`src/rtl/result_writer_bram_pkg.sv`:
```
// Shared definitions for the fully-connected datapath BRAM-side blocks.
// The FSM encodings are common to the BRAM data mover and the result writer,
// so both report the same idle/run/done status to the control registers.
package result_writer_bram_pkg;

   typedef enum logic [1:0] {
      S_IDLE = 2'b00,
      S_RUN  = 2'b01,
      S_DONE = 2'b10
   } state_t;

   // One result lane per core.
   localparam int NUM_LANES = 4;

endpackage

```
`src/rtl/result_writer_bram_sat.sv`:
```
// sat_s32_to_s8: clamps a signed 32-bit lane result to the signed 8-bit range.
// Only present in builds with RESULT_WRITER_PACK8_EN, the sole user of the clamp.
`ifdef RESULT_WRITER_PACK8_EN
module sat_s32_to_s8 (
   input  logic signed [31:0] din,
   output logic        [7:0]  dout
);

   // Saturate above 127 and below -128, otherwise pass the low byte through.
   always_comb begin
      dout = din[7:0];
      if (din > 32'sd127) begin
         dout = 8'h7F;
      end else if (din < -32'sd128) begin
         dout = 8'h80;
      end
   end

endmodule
`endif

```
`src/rtl/result_writer_bram.sv`:
```
// result_writer_bram: write-back end of the fully-connected datapath.
// Accepts 4-lane result beats and writes them to a single-port result BRAM
// at consecutive addresses starting from 0 (address wraps at 2^AWIDTH).
// Optional build macro RESULT_WRITER_PACK8_EN: each lane is clamped to s8 and
// the four bytes are packed into one word per beat (lane 0 in [31:24]).
// Without the macro each beat is serialised as four words, lane 0 first.
//
// Handshake: a beat transfers on a rising clk edge where i_valid && o_ready.
// o_ready depends only on registered state, never on i_valid; the source may
// hold i_valid and data until it sees the transfer, and i_valid is ignored
// outside S_RUN or once num_cnt beats have been accepted.
module result_writer_bram
   import result_writer_bram_pkg::*;
#(
   parameter int CNT_BIT  = 31,
   parameter int DWIDTH   = 32,
   parameter int AWIDTH   = 12,
   parameter int MEM_SIZE = 4096
) (
   input  logic               clk,
   input  logic               reset,
   input  logic               i_run,
   input  logic [CNT_BIT-1:0] i_num_cnt,
   output logic               o_idle,
   output logic               o_write,
   output logic               o_done,
   input  logic               i_valid,
   output logic               o_ready,
   input  logic [DWIDTH-1:0]  i_result_0,
   input  logic [DWIDTH-1:0]  i_result_1,
   input  logic [DWIDTH-1:0]  i_result_2,
   input  logic [DWIDTH-1:0]  i_result_3,
   output logic [AWIDTH-1:0]  addr_b,
   output logic               ce_b,
   output logic               we_b,
   output logic [DWIDTH-1:0]  d_b,
   input  logic [DWIDTH-1:0]  q_b
);

   state_t             state;
   state_t             state_n;
   logic [CNT_BIT-1:0] num_cnt;
   logic [CNT_BIT-1:0] beat_cnt;
   logic [CNT_BIT-1:0] accept_cnt;
   logic [CNT_BIT-1:0] addr_cnt;
   logic               busy;
   logic [AWIDTH-1:0]  addr_hold;
   logic [DWIDTH-1:0]  data_hold;
   logic [DWIDTH-1:0]  wr_data;
   logic [DWIDTH-1:0]  lane_in [NUM_LANES];
   logic               last_lane;
   logic               accept;
   logic               final_write;
   logic               unused_ok;

   // The BRAM read port is not used by a pure writer.
   assign unused_ok = ^{q_b, MEM_SIZE[0]};

   assign lane_in[0] = i_result_0;
   assign lane_in[1] = i_result_1;
   assign lane_in[2] = i_result_2;
   assign lane_in[3] = i_result_3;

`ifdef RESULT_WRITER_PACK8_EN
   logic [7:0]        sat [NUM_LANES];
   logic [DWIDTH-1:0] pack_word_q;

   for (genvar k = 0; k < NUM_LANES; k++) begin : g_sat
      sat_s32_to_s8 u_sat (
         .din  (lane_in[k]),
         .dout (sat[k])
      );
   end

   // Every busy cycle writes a whole packed beat.
   assign last_lane = 1'b1;
   assign wr_data   = pack_word_q;

   // Capture the packed word of an accepted beat for the following write cycle.
   always_ff @(posedge clk) begin
      if (reset) begin
         pack_word_q <= '0;
      end else if (accept) begin
         pack_word_q <= {sat[0], sat[1], sat[2], sat[3]};
      end
   end
`else
   logic [DWIDTH-1:0] lane_q [NUM_LANES];
   logic [1:0]        lane_idx;

   assign last_lane = (lane_idx == 2'd3);
   assign wr_data   = lane_q[lane_idx];

   // Hold the accepted beat and step through its lanes, lane 0 first.
   always_ff @(posedge clk) begin
      if (reset) begin
         lane_q   <= '{default: '0};
         lane_idx <= 2'd0;
      end else if (accept) begin
         for (int k = 0; k < NUM_LANES; k++) begin
            lane_q[k] <= lane_in[k];
         end
         lane_idx <= 2'd0;
      end else if (busy) begin
         lane_idx <= lane_idx + 2'd1;
      end
   end
`endif

   // A new beat is taken only when the last word of the current one is going out.
   assign o_ready     = (state == S_RUN) && (accept_cnt < num_cnt) && (!busy || last_lane);
   assign accept      = i_valid && o_ready;
   assign final_write = busy && last_lane && ((beat_cnt + CNT_BIT'(1)) == num_cnt);

   // State register.
   always_ff @(posedge clk) begin
      if (reset) begin
         state <= S_IDLE;
      end else begin
         state <= state_n;
      end
   end

   // Next-state logic; the unused encoding falls back to idle.
   always_comb begin
      state_n = state;
      case (state)
         S_IDLE: if (i_run) state_n = S_RUN;
         S_RUN: begin
            if (num_cnt == '0) begin
               state_n = S_DONE;
            end else if (final_write) begin
               state_n = S_DONE;
            end
         end
         S_DONE:  state_n = S_IDLE;
         default: state_n = S_IDLE;
      endcase
   end

   // Status outputs decoded from the state.
   always_comb begin
      o_idle  = (state == S_IDLE);
      o_write = (state == S_RUN);
      o_done  = (state == S_DONE);
   end

   // Counters, busy flag and last-written address/data.
   always_ff @(posedge clk) begin
      if (reset) begin
         num_cnt    <= '0;
         beat_cnt   <= '0;
         accept_cnt <= '0;
         addr_cnt   <= '0;
         busy       <= 1'b0;
         addr_hold  <= '0;
         data_hold  <= '0;
      end else begin
         if ((state == S_IDLE) && i_run) begin
            num_cnt    <= i_num_cnt;
            beat_cnt   <= '0;
            accept_cnt <= '0;
            addr_cnt   <= '0;
         end else begin
            if (accept) begin
               accept_cnt <= accept_cnt + CNT_BIT'(1);
            end
            if (busy) begin
               addr_cnt  <= addr_cnt + CNT_BIT'(1);
               addr_hold <= addr_cnt[AWIDTH-1:0];
               data_hold <= wr_data;
               if (last_lane) begin
                  beat_cnt <= beat_cnt + CNT_BIT'(1);
               end
            end
         end
         busy <= accept || (busy && !last_lane);
      end
   end

   // BRAM port: write while busy, otherwise keep the last address and data.
   assign ce_b   = busy;
   assign we_b   = busy;
   assign addr_b = busy ? addr_cnt[AWIDTH-1:0] : addr_hold;
   assign d_b    = busy ? wr_data : data_hold;

endmodule

```
`config.mk`:
```
export PLATFORM = sky130hd
export DESIGN_NAME = result_writer_bram
export DESIGN_NICKNAME = d
export VERILOG_FILES = /design/src/rtl/result_writer_bram_pkg.sv /design/src/rtl/result_writer_bram_sat.sv /design/src/rtl/result_writer_bram.sv
export SDC_FILE = /design/constraint.sdc
export NUM_CORES = 1
export LEC_CHECK = 0
export CAP_MARGIN = 20
export CORE_MARGIN = 2
export CORE_UTILIZATION = 48
export CTS_CLUSTER_DIAMETER = 40
export CTS_CLUSTER_SIZE = 24
export DETAILED_ROUTE_END_ITERATION = 7
export PLACE_DENSITY = 0.73
export SLEW_MARGIN = 5
export SYNTH_ARGS = -nofsm -noshare
export SYNTH_HDL_FRONTEND = slang
export SYNTH_HIERARCHICAL = 1
export SYNTH_SLANG_ARGS = --single-unit
```
`constraint.sdc`:
```
create_clock -name clk -period 4 [get_ports clk]
set_clock_uncertainty 0.15 [all_clocks]
set_input_delay 0.6 -clock clk [delete_from_list [all_inputs] [get_ports clk]]
set_output_delay 0.6 -clock clk [all_outputs]
set_load 0.1 [all_outputs]
```
==> impl_metrics.csv, run 1 <==
group,metric,value,unit
critical_path,crit_path_frequent_cell,"a21o_1",
synth,ys.flop_type,"dfxtp_1",
clock_network,htree_levels,2,
clock_network,clockBufferDepth,3,
timing,setup_viol,0,
hold_path,worstHoldStart,"reset",
timing,fin_crit,3.78,ns
critical_path,timing.critical_path.buf_inv,2,
synth,synth-edff-count,0,
synth,async_flop_share,0,
pwr,ir_drop,0.264,mV
pwr,swShare,0.292,
flow_run,max_cap_viol_count,0,
pwr,clockPowerShare,0.452,
timing,rsz0062_at_grt,"no",
timing,fin_crit_sh,0.945,
drt,drt_iter0_drc,1310,
synth,synth_area_per_cell,8.46,µm²
drt,wire_per_inst,19.0,µm
timing,finalWorstSetupSlack,0.220,ns
pwr,power_leakage,6.41,nW
synth,seq_area_frac_synth,0.383,
global_route,antenna_found_initial,2,
synth,post_synth_instance_area,14700,µm²
timing,final.setup.tns,0,ns
floorplanning,die_w,179,µm
synth,synth_cells,1742,
global_route,grt-ovfl-total,0,
timing,hold_viol,0,
final_layout,syn2layout_area_growth,24.0,%
pwr,p_per_area,448,nW/µm²
critical_path,critPathArrivalTime,3.03,ns
global_route,grt_usage,0.263,
clock_network,cts_resized,0,
critical_path,path_max_fanout,11,
floorplanning,io_pins,245,
final_layout,nFillCells,2622,
pwr,p_switching,2.39,mW
synth,synth_seq_cells,282,
clock_network,cts_tree,"yes",
critical_path,critPathTopFamily,"compound AO/OA/AOI/OAI gates",
global_route,grt_start_max_net_pins,134,
synth,synth_nets,1971,
clock_network,insertion_delay,0.52,ns
critical_path,crit_start,"num_cnt[24]",
critical_path,crit_path_max_incr_delay,0.43,ns
floorplanning,fp.dieH,179,µm
timing,tightest_slew,1.05,ns
critical_path,r2r-start,"num_cnt[24]",
pwr,power_frac_seq,0.373,
place,dp_hpwl,27900,µm
floorplanning,core,30400,µm²
floorplanning,die-area,32100,µm²
clock_network,holdBufCountCts,0,
drt,routed_wl,43300,µm
pwr,combPwrFrac,0.175,
clock_network,numCtsBuffers,41,
clock_network,cts_root_buf,"clkbuf_16",
final_layout,mostFrequentLayoutCells,"dfxtp_1 (279), a21oi_1 (225), nand2_1 (192), nand4_1 (168), clkdlybuf4s50_1 (165)",
pwr,internal-power,5.80,mW
place,dp_slack,0.588,ns
final_layout,layout-drive-gt1-share,0.133,
floorplanning,start_util,0.485,
critical_path,cp_cell_sequence,"inv_1 -> ha_1 -> a21o_1 -> a21o_1 -> a21o_1 -> a2111oi_2 -> nor2_1 -> a21o_4 -> nor2_2 -> buf_12",
critical_path,critPathKind,"register to primary output",
critical_path,critical-path-slowest-cell,"dfxtp_1",
critical_path,crit_path_end_kind,"primary output",
drt,route.detailed.drc,0,
place,gp_congestion,0.900,
global_route,grt_pass1_wl,68600,µm
drt,antenna_left,0,
timing,fmax,265,MHz
synth,ys_types,57,
outcome,status,"finished clean",
floorplanning,row_count,64,
final_layout,final_nets,2075,
drt,first_pass_iters,7,
timing,max_slew_margin,0.298,
critical_path,worstPathRequired,3.25,ns
final_layout,regArea,5650,µm²
timing,slew_violations,0,
drt,vias,13927,
drt,vias_per_cell,6.12,
final_layout,mostFrequentLayoutCell,"dfxtp_1",
clock_network,cts_setup_buffers,0,
place,port_buffers,212,
final_layout,multi_input_area,8290,µm²
hold_path,min_path_type,"input pin to register",
critical_path,startpoint_type,"register",
clock_network,path_clk_slew,0.06,ns
global_route,grt_pass1_vias,13231,
synth,synth.yosys.warnings,6,
clock_network,cts_sinks,282,
[power by group through the flow]
| stage | registers [mW] | logic, mW | clock network, mW |
|---|---|---|---|
| 2_1_floorplan | 3.07 | 0.991 | 0 |
| 3_3_place_gp | 3.10 | 1.40 | 0 |
| 3_5_place_dp | 3.11 | 1.42 | 0 |
| 4_1_cts | 3.05 | 1.43 | 3.74 |
| 5_1_grt | 3.07 | 1.53 | 3.86 |
| 6_report | 3.05 | 1.43 | 3.70 |
[cell usage after synthesis (3+ instances only)]
cell,instances,area (µm²)
dfxtp_1,282,5650
a21oi_1,225,1130
nand2_1,193,724
nand4_1,168,1050
clkbuf_1,144,541
o31ai_1,139,1040
nor2_1,95,357
mux2_2,44,495
xnor2_1,42,368
inv_1,38,143
ha_1,34,425
nor3_1,34,170
mux4_2,32,721
xor2_1,32,280
mux2i_1,27,270
nand3_1,26,130
or3_1,25,156
buf_1,20,75.1
o21ai_0,16,80.1
a21o_1,14,105
nor4_1,14,87.6
buf_2,12,60.1
and3_1,11,68.8
or4_1,11,82.6
nand2b_1,7,43.8
a31oi_1,6,37.5
and2_1,5,31.3
and4_1,5,43.8
nor3_2,4,40.0
nor4_2,3,37.5
or2_2,3,18.8
[path summary, 6_finish.rpt]
path,slack [ns],to,cells past startpoint
max,0.22,o_ready,10
max reg2reg,0.54,accept_cnt[6],11
min reg2reg,0.30,data_hold[27],2
min,0.30,ce_b,2
[registers in the layout, summed over array words and instances, names as in the netlist]
name and count:
num_cnt 31, beat_cnt 31, lane_idx 2, addr_hold 12, data_hold 32, accept_cnt 31, ce_b 1, lane_q 128
state 2, addr_cnt 12
[routing by layer]
| metal | GRT usage | vias up | share of wire |
|---|---|---|---|
| met2 | 0.433 | 493 | 0.47 |
| met4 | 0.0907 | 2 | 0.030 |
| li1 | - | 6619 | - |
| met5 | 0 | - | 0.00030 |
| met3 | 0.0541 | 101 | 0.071 |
| met1 | 0.344 | 6712 | 0.43 |
[cell type report]
type                       count  share of cell area
tap                          396              0.0271
clock inverter                20              0.0132
timing repair buffer         240               0.124
multi-input combinational   1243               0.454
clock buffer                  54              0.0644
sequential                   282               0.309
antenna                        3            0.000411
inverter                      38             0.00794
[per-stage QoR]
step,area (µm²),total power [mW],hold slack [ns],std cells,utilization
finish,18300,8.18,0.296,2276,0.601
global route,18300,8.46,0.304,2273,0.600
CTS,18300,8.22,0.281,2273,0.600
detailed placement,16800,4.53,0.294,2199,0.554
global placement,16800,4.50,0.285,2199,0.554
floorplan,14700,4.06,0.279,1742,-
[kinds of logic (layout without fill, tap and decap cells)]
| group | Yosys count | count (layout) | share of synthesized area |
|---|---|---|---|
| flops | 282 | 282 | 0.383 |
| simple gates | 617 | 617 | 0.216 |
| buf+inv | 217 | 352 | 0.0571 |
| mux | 103 | 103 | 0.101 |
| fa+ha+maj | 34 | 34 | 0.0289 |
| compound gates | 415 | 415 | 0.171 |
| xor+xnor | 74 | 74 | 0.0440 |
| other cells | 0 | 3 | 0 |
[worst register-to-register path, stage by stage, from the launching register on]
cell,delay [ns]
dfxtp_1,0.43
inv_1,0.08
ha_1,0.32
a21o_1,0.18
a21o_1,0.17
a21o_1,0.18
a2111oi_2,0.35
nor2_1,0.15
a21o_4,0.25
buf_4,0.34
or4_1,0.63
a21oi_1,0.15
Power figures use the tool's default switching activity.
==> run 2: changes to the inputs <==
Settings changed: CORE_MARGIN 2 to unset, HOLD_SLACK_MARGIN set to 0.12.
==> impl_metrics.csv, run 2 (synthesis results as in run 1) <==
group,metric,value,unit
clock_network,path_clk_slew,0.06,ns
global_route,antenna_found_initial,4,
global_route,grt_pass1_wl,67800,µm
floorplanning,die-area,31400,µm²
critical_path,worstPathRequired,3.25,ns
critical_path,rr_worst_depth,11,
clock_network,cts_root_buf,"clkbuf_16",
critical_path,startpoint_type,"register",
timing,final.setup.tns,0,ns
place,gp_congestion,0.900,
timing,fmax,256,MHz
critical_path,critPathArrivalTime,3.15,ns
timing,max_slew_margin,0.347,
place,port_buffers,212,
drt,vias_per_cell,6.06,
pwr,p_per_area,457,nW/µm²
clock_network,clockBufferDepth,3,
critical_path,path_max_fanout,39,
drt,wire_per_inst,18.9,µm
final_layout,regMostFlops,"lane_q",
final_layout,largest_reg_flops,128,
floorplanning,fp.dieH,177,µm
floorplanning,start_util,0.492,
final_layout,syn2layout_area_growth,24.6,%
timing,slew_violations,0,
timing,setup_viol,0,
global_route,grt-ovfl-total,0,
pwr,power_leakage,6.46,nW
timing,hold_viol,0,
global_route,grt_pass1_vias,12939,
outcome,status,"finished clean",
timing,fin_crit_sh,0.976,
final_layout,top_regs,"lane_q x128, data_hold x32",
timing,tightest_slew,0.977,ns
drt,routed_wl,42900,µm
final_layout,layout-drive-gt1-share,0.134,
final_layout,final_area,18400,µm²
floorplanning,row_count,63,
drt,antenna_left,0,
global_route,grt_start_max_net_pins,134,
hold_path,min_path_type,"register to register",
drt,drt_iter0_drc,1337,
hold_path,worstHoldStart,"data_hold[31]",
timing,rsz0062_at_grt,"no",
final_layout,nFillCells,2624,
critical_path,critPathKind,"register to primary output",
final_layout,final_nets,2074,
timing,fin_crit,3.90,ns
floorplanning,core,30000,µm²
place,placed_cell_area,16800,µm²
pwr,ir_drop,0.333,mV
clock_network,cts_tree,"yes",
critical_path,r2r-start,"num_cnt[24]",
global_route,grt_usage,0.268,
clock_network,insertion_delay,0.54,ns
floorplanning,die_w,177,µm
clock_network,numCtsBuffers,41,
critical_path,reg2reg_setup_slack,0.43,ns
floorplanning,io_pins,245,
critical_path,crit_start,"num_cnt[24]",
place,dp_hpwl,27900,µm
critical_path,crit_path_end_kind,"primary output",
drt,route.detailed.drc,0,
clock_network,cts_sinks,282,
clock_network,htree_levels,2,
drt,vias,13748,
critical_path,worstReg2RegEnd,"accept_cnt[1]",
final_layout,mostFrequentLayoutCells,"dfxtp_1 (279), a21oi_1 (225), nand2_1 (192), nand4_1 (168), clkdlybuf4s50_1 (165)",
drt,first_pass_iters,7,
critical_path,crit_end,"o_ready",
final_layout,mostFrequentLayoutCell,"dfxtp_1",
flow_run,max_cap_viol_count,0,
## run 2: changes by cell type in the layout (fill, tap and decap cells not counted), moves of 2 or more
cell / delta
buf_4: -3
clkinv_2: +2
bufinv_16: +4
clkbuf_1: -2
clkbuf_8: -2
## run 2: power by group
part	switching, mW	leakage (nW)	internal [mW]
clock network	1.37	0.725	2.53
registers	0.107	2.29	2.95
logic	0.927	3.44	0.507
total	2.40	6.46	5.99
## run 2: worst min-delay path by stage
stage | cells past startpoint | endpoint | slack (ns)
5_1_grt | 2 | data_hold[5] | 0.32
6_report | 2 | data_hold[31] | 0.30
3_3_place_gp | 2 | data_hold[29] | 0.28
3_5_place_dp | 2 | data_hold[31] | 0.29
4_1_cts | 2 | data_hold[31] | 0.30
2_1_floorplan | 2 | data_hold[0] | 0.28
## run 2: metal layers
layer	global-route usage	vias to the layer above	share of wire
li1	-	6619	-
met1	0.352	6564	0.43
met2	0.428	467	0.47
met3	0.0578	94	0.066
met4	0.109	4	0.033
met5	0	-	0.00054
## run 2: through the flow
step | power [mW] | std cells | util | hold WS, ns | setup WS [ns]
final | 8.39 | 2270 | 0.613 | 0.298 | 0.0978
after global routing | 8.68 | 2269 | 0.613 | 0.318 | 0.0310
after floorplan | 4.06 | 1742 | - | 0.279 | 0.0845
after global placement | 4.51 | 2191 | 0.562 | 0.285 | 0.581
after CTS | 8.43 | 2266 | 0.612 | 0.301 | 0.0358
after detailed placement | 4.53 | 2191 | 0.562 | 0.294 | 0.483
## run 2: cell type report
type,instances,area [µm²],area share
flip-flops and latches,282,5650,0.307
clock inverters,26,378,0.0206
inverters,38,145,0.00790
repair buffers,239,2290,0.125
well taps,390,488,0.0266
diodes,3,7.51,0.000409
multi-input cells,1243,8300,0.452
clock buffers,49,1120,0.0608
## run 2: worst max-delay path: stages (launching register included)
cell	delay [ns]
dfxtp_1	0.42
inv_1	0.08
ha_1	0.32
a21o_1	0.18
a21o_1	0.17
a21o_1	0.18
a2111oi_2	0.35
nor2_1	0.15
a21o_4	0.35
nor2_4	0.22
buf_12	0.19
## run 2: timing repair
item	4_1_cts	5_1_grt
setup buffers	0	0
setup endpoints to repair	0	1
hold buffers	0	0
gates resized for setup	0	1
==> run 3: changes to the inputs <==
Settings changed: CTS_CLUSTER_SIZE 24 to 14.
Clock period 4 ns to 5.02 ns, I/O delays scaled along.
==> impl_metrics.csv, run 3 (synthesis results as in run 1) <==
group,metric,value,unit
global_route,grt_usage,0.273,
critical_path,critPathKind,"register to primary output",
pwr,power_frac_seq,0.361,
pwr,p_switching,1.94,mW
drt,route.detailed.drc,0,
clock_network,clockBufferDepth,3,
floorplanning,row_count,63,
final_layout,regMostFlops,"lane_q",
final_layout,mostFrequentLayoutCells,"dfxtp_1 (279), a21oi_1 (225), clkdlybuf4s50_1 (206), nand2_1 (192), nand4_1 (168)",
drt,first_pass_iters,5,
final_layout,top_regs,"lane_q x128, data_hold x32",
timing,slew_violations,0,
floorplanning,start_util,0.492,
clock_network,cts_sinks,282,
clock_network,path_clk_slew,0.06,ns
floorplanning,die_w,177,µm
critical_path,critPathArrivalTime,3.49,ns
outcome,status,"finished clean",
final_layout,mostFrequentLayoutCell,"dfxtp_1",
critical_path,r2r-start,"lane_idx[0]",
timing,finalWorstSetupSlack,0.632,ns
global_route,antenna_found_initial,8,
pwr,power_leakage,6.37,nW
critical_path,worstPathRequired,4.12,ns
clock_network,cts_resized,0,
timing,fmax,228,MHz
pwr,clockPowerShare,0.470,
pwr,combPwrFrac,0.169,
place,dp_hpwl,28100,µm
global_route,grt_pass1_vias,13207,
floorplanning,io_pins,245,
pwr,swShare,0.286,
timing,rsz0062_at_grt,"no",
final_layout,largest_reg_flops,128,
final_layout,layout-drive-gt1-share,0.111,
drt,antenna_left,0,
timing,hold_viol,0,
hold_path,min_path_type,"register to register",
critical_path,path_max_fanout,15,
pwr,internal-power,4.84,mW
final_layout,final_nets,2071,
place,port_buffers,212,
clock_network,cts_setup_buffers,0,
flow_run,max_cap_viol_count,0,
timing,max_slew_margin,0.254,
place,placed_cell_area,16900,µm²
final_layout,final_area,18500,µm²
clock_network,numCtsBuffers,41,
drt,drt_iter0_drc,1136,
global_route,grt_pass1_wl,69200,µm
clock_network,cts_root_buf,"clkbuf_16",
clock_network,holdBufCountCts,0,
pwr,p_per_area,367,nW/µm²
critical_path,crit_path_end_kind,"primary output",
timing,setup_viol,0,
global_route,grt-ovfl-total,0,
clock_network,insertion_delay,0.53,ns
final_layout,fin_util,0.617,
critical_path,startpoint_type,"register",
place,gp_congestion,0.895,
clock_network,htree_levels,2,
drt,vias_per_cell,6.11,
pwr,ir_drop,0.249,mV
drt,routed_wl,43600,µm
timing,fin_crit,4.39,ns
critical_path,crit_start,"lane_idx[0]",
timing,final.setup.tns,0,ns
drt,vias,13847,
timing,fin_crit_sh,0.874,
floorplanning,die-area,31400,µm²
global_route,grt_start_max_net_pins,107,
pwr,finalPower,6.77,mW
floorplanning,core,30000,µm²
hold_path,worstHoldStart,"data_hold[0]",
final_layout,syn2layout_area_growth,25.3,%
timing,tightest_slew,1.12,ns
clock_network,cts_tree,"yes",
drt,wire_per_inst,19.2,µm
place,dp_slack,1.05,ns
floorplanning,fp.dieH,177,µm
[run 3: power by group through the flow]
stage / registers (mW) / clock network [mW] / logic, mW
after CTS: 2.44 / 3.21 / 1.13
after global routing: 2.45 / 3.32 / 1.23
after detailed placement: 2.49 / 0 / 1.12
after floorplan: 2.45 / 0 / 0.789
final: 2.44 / 3.18 / 1.15
after global placement: 2.48 / 0 / 1.11
[run 3: per-layer routing]
| metal | global-route usage | routed length [µm] | vias to the layer above |
|---|---|---|---|
| li1 | - | - | 6603 |
| met1 | 0.358 | 18900 | 6633 |
| met2 | 0.437 | 20000 | 478 |
| met3 | 0.0634 | 3110 | 119 |
| met4 | 0.101 | 1450 | 14 |
| met5 | 0 | 95 | - |
[run 3: path summary, 6_finish.rpt]
path | end | slack [ns] | depth (start not counted)
min reg2reg | data_hold[0] | 0.30 | 2
max | d_b[8] | 0.63 | 4
max reg2reg | accept_cnt[8] | 1.06 | 10
min | data_hold[0] | 0.30 | 2
[run 3: through the flow]
step                      hold WS, ns  std cells
after floorplan                 0.279       1742
after global placement          0.285       2186
after detailed placement        0.291       2187
after CTS                       0.298       2263
after global routing            0.316       2266
final                           0.297       2266
[run 3: area by class of cell]
| class | instances | area [µm²] |
|---|---|---|
| clock buffers | 51 | 1170 |
| inverters | 38 | 145 |
| diodes | 1 | 2.50 |
| fillers | 2569 | 11500 |
| well taps | 390 | 488 |
| clock inverters | 25 | 374 |
| multi-input cells | 1243 | 8290 |
| flip-flops and latches | 282 | 5650 |
| repair buffers | 236 | 2360 |
[run 3: critical path: stages (launching register included)]
cell	delay (ns)
dfxtp_2	0.69
buf_4	0.38
mux4_2	0.59
mux2_2	0.31
clkdlybuf4s50_1	0.97
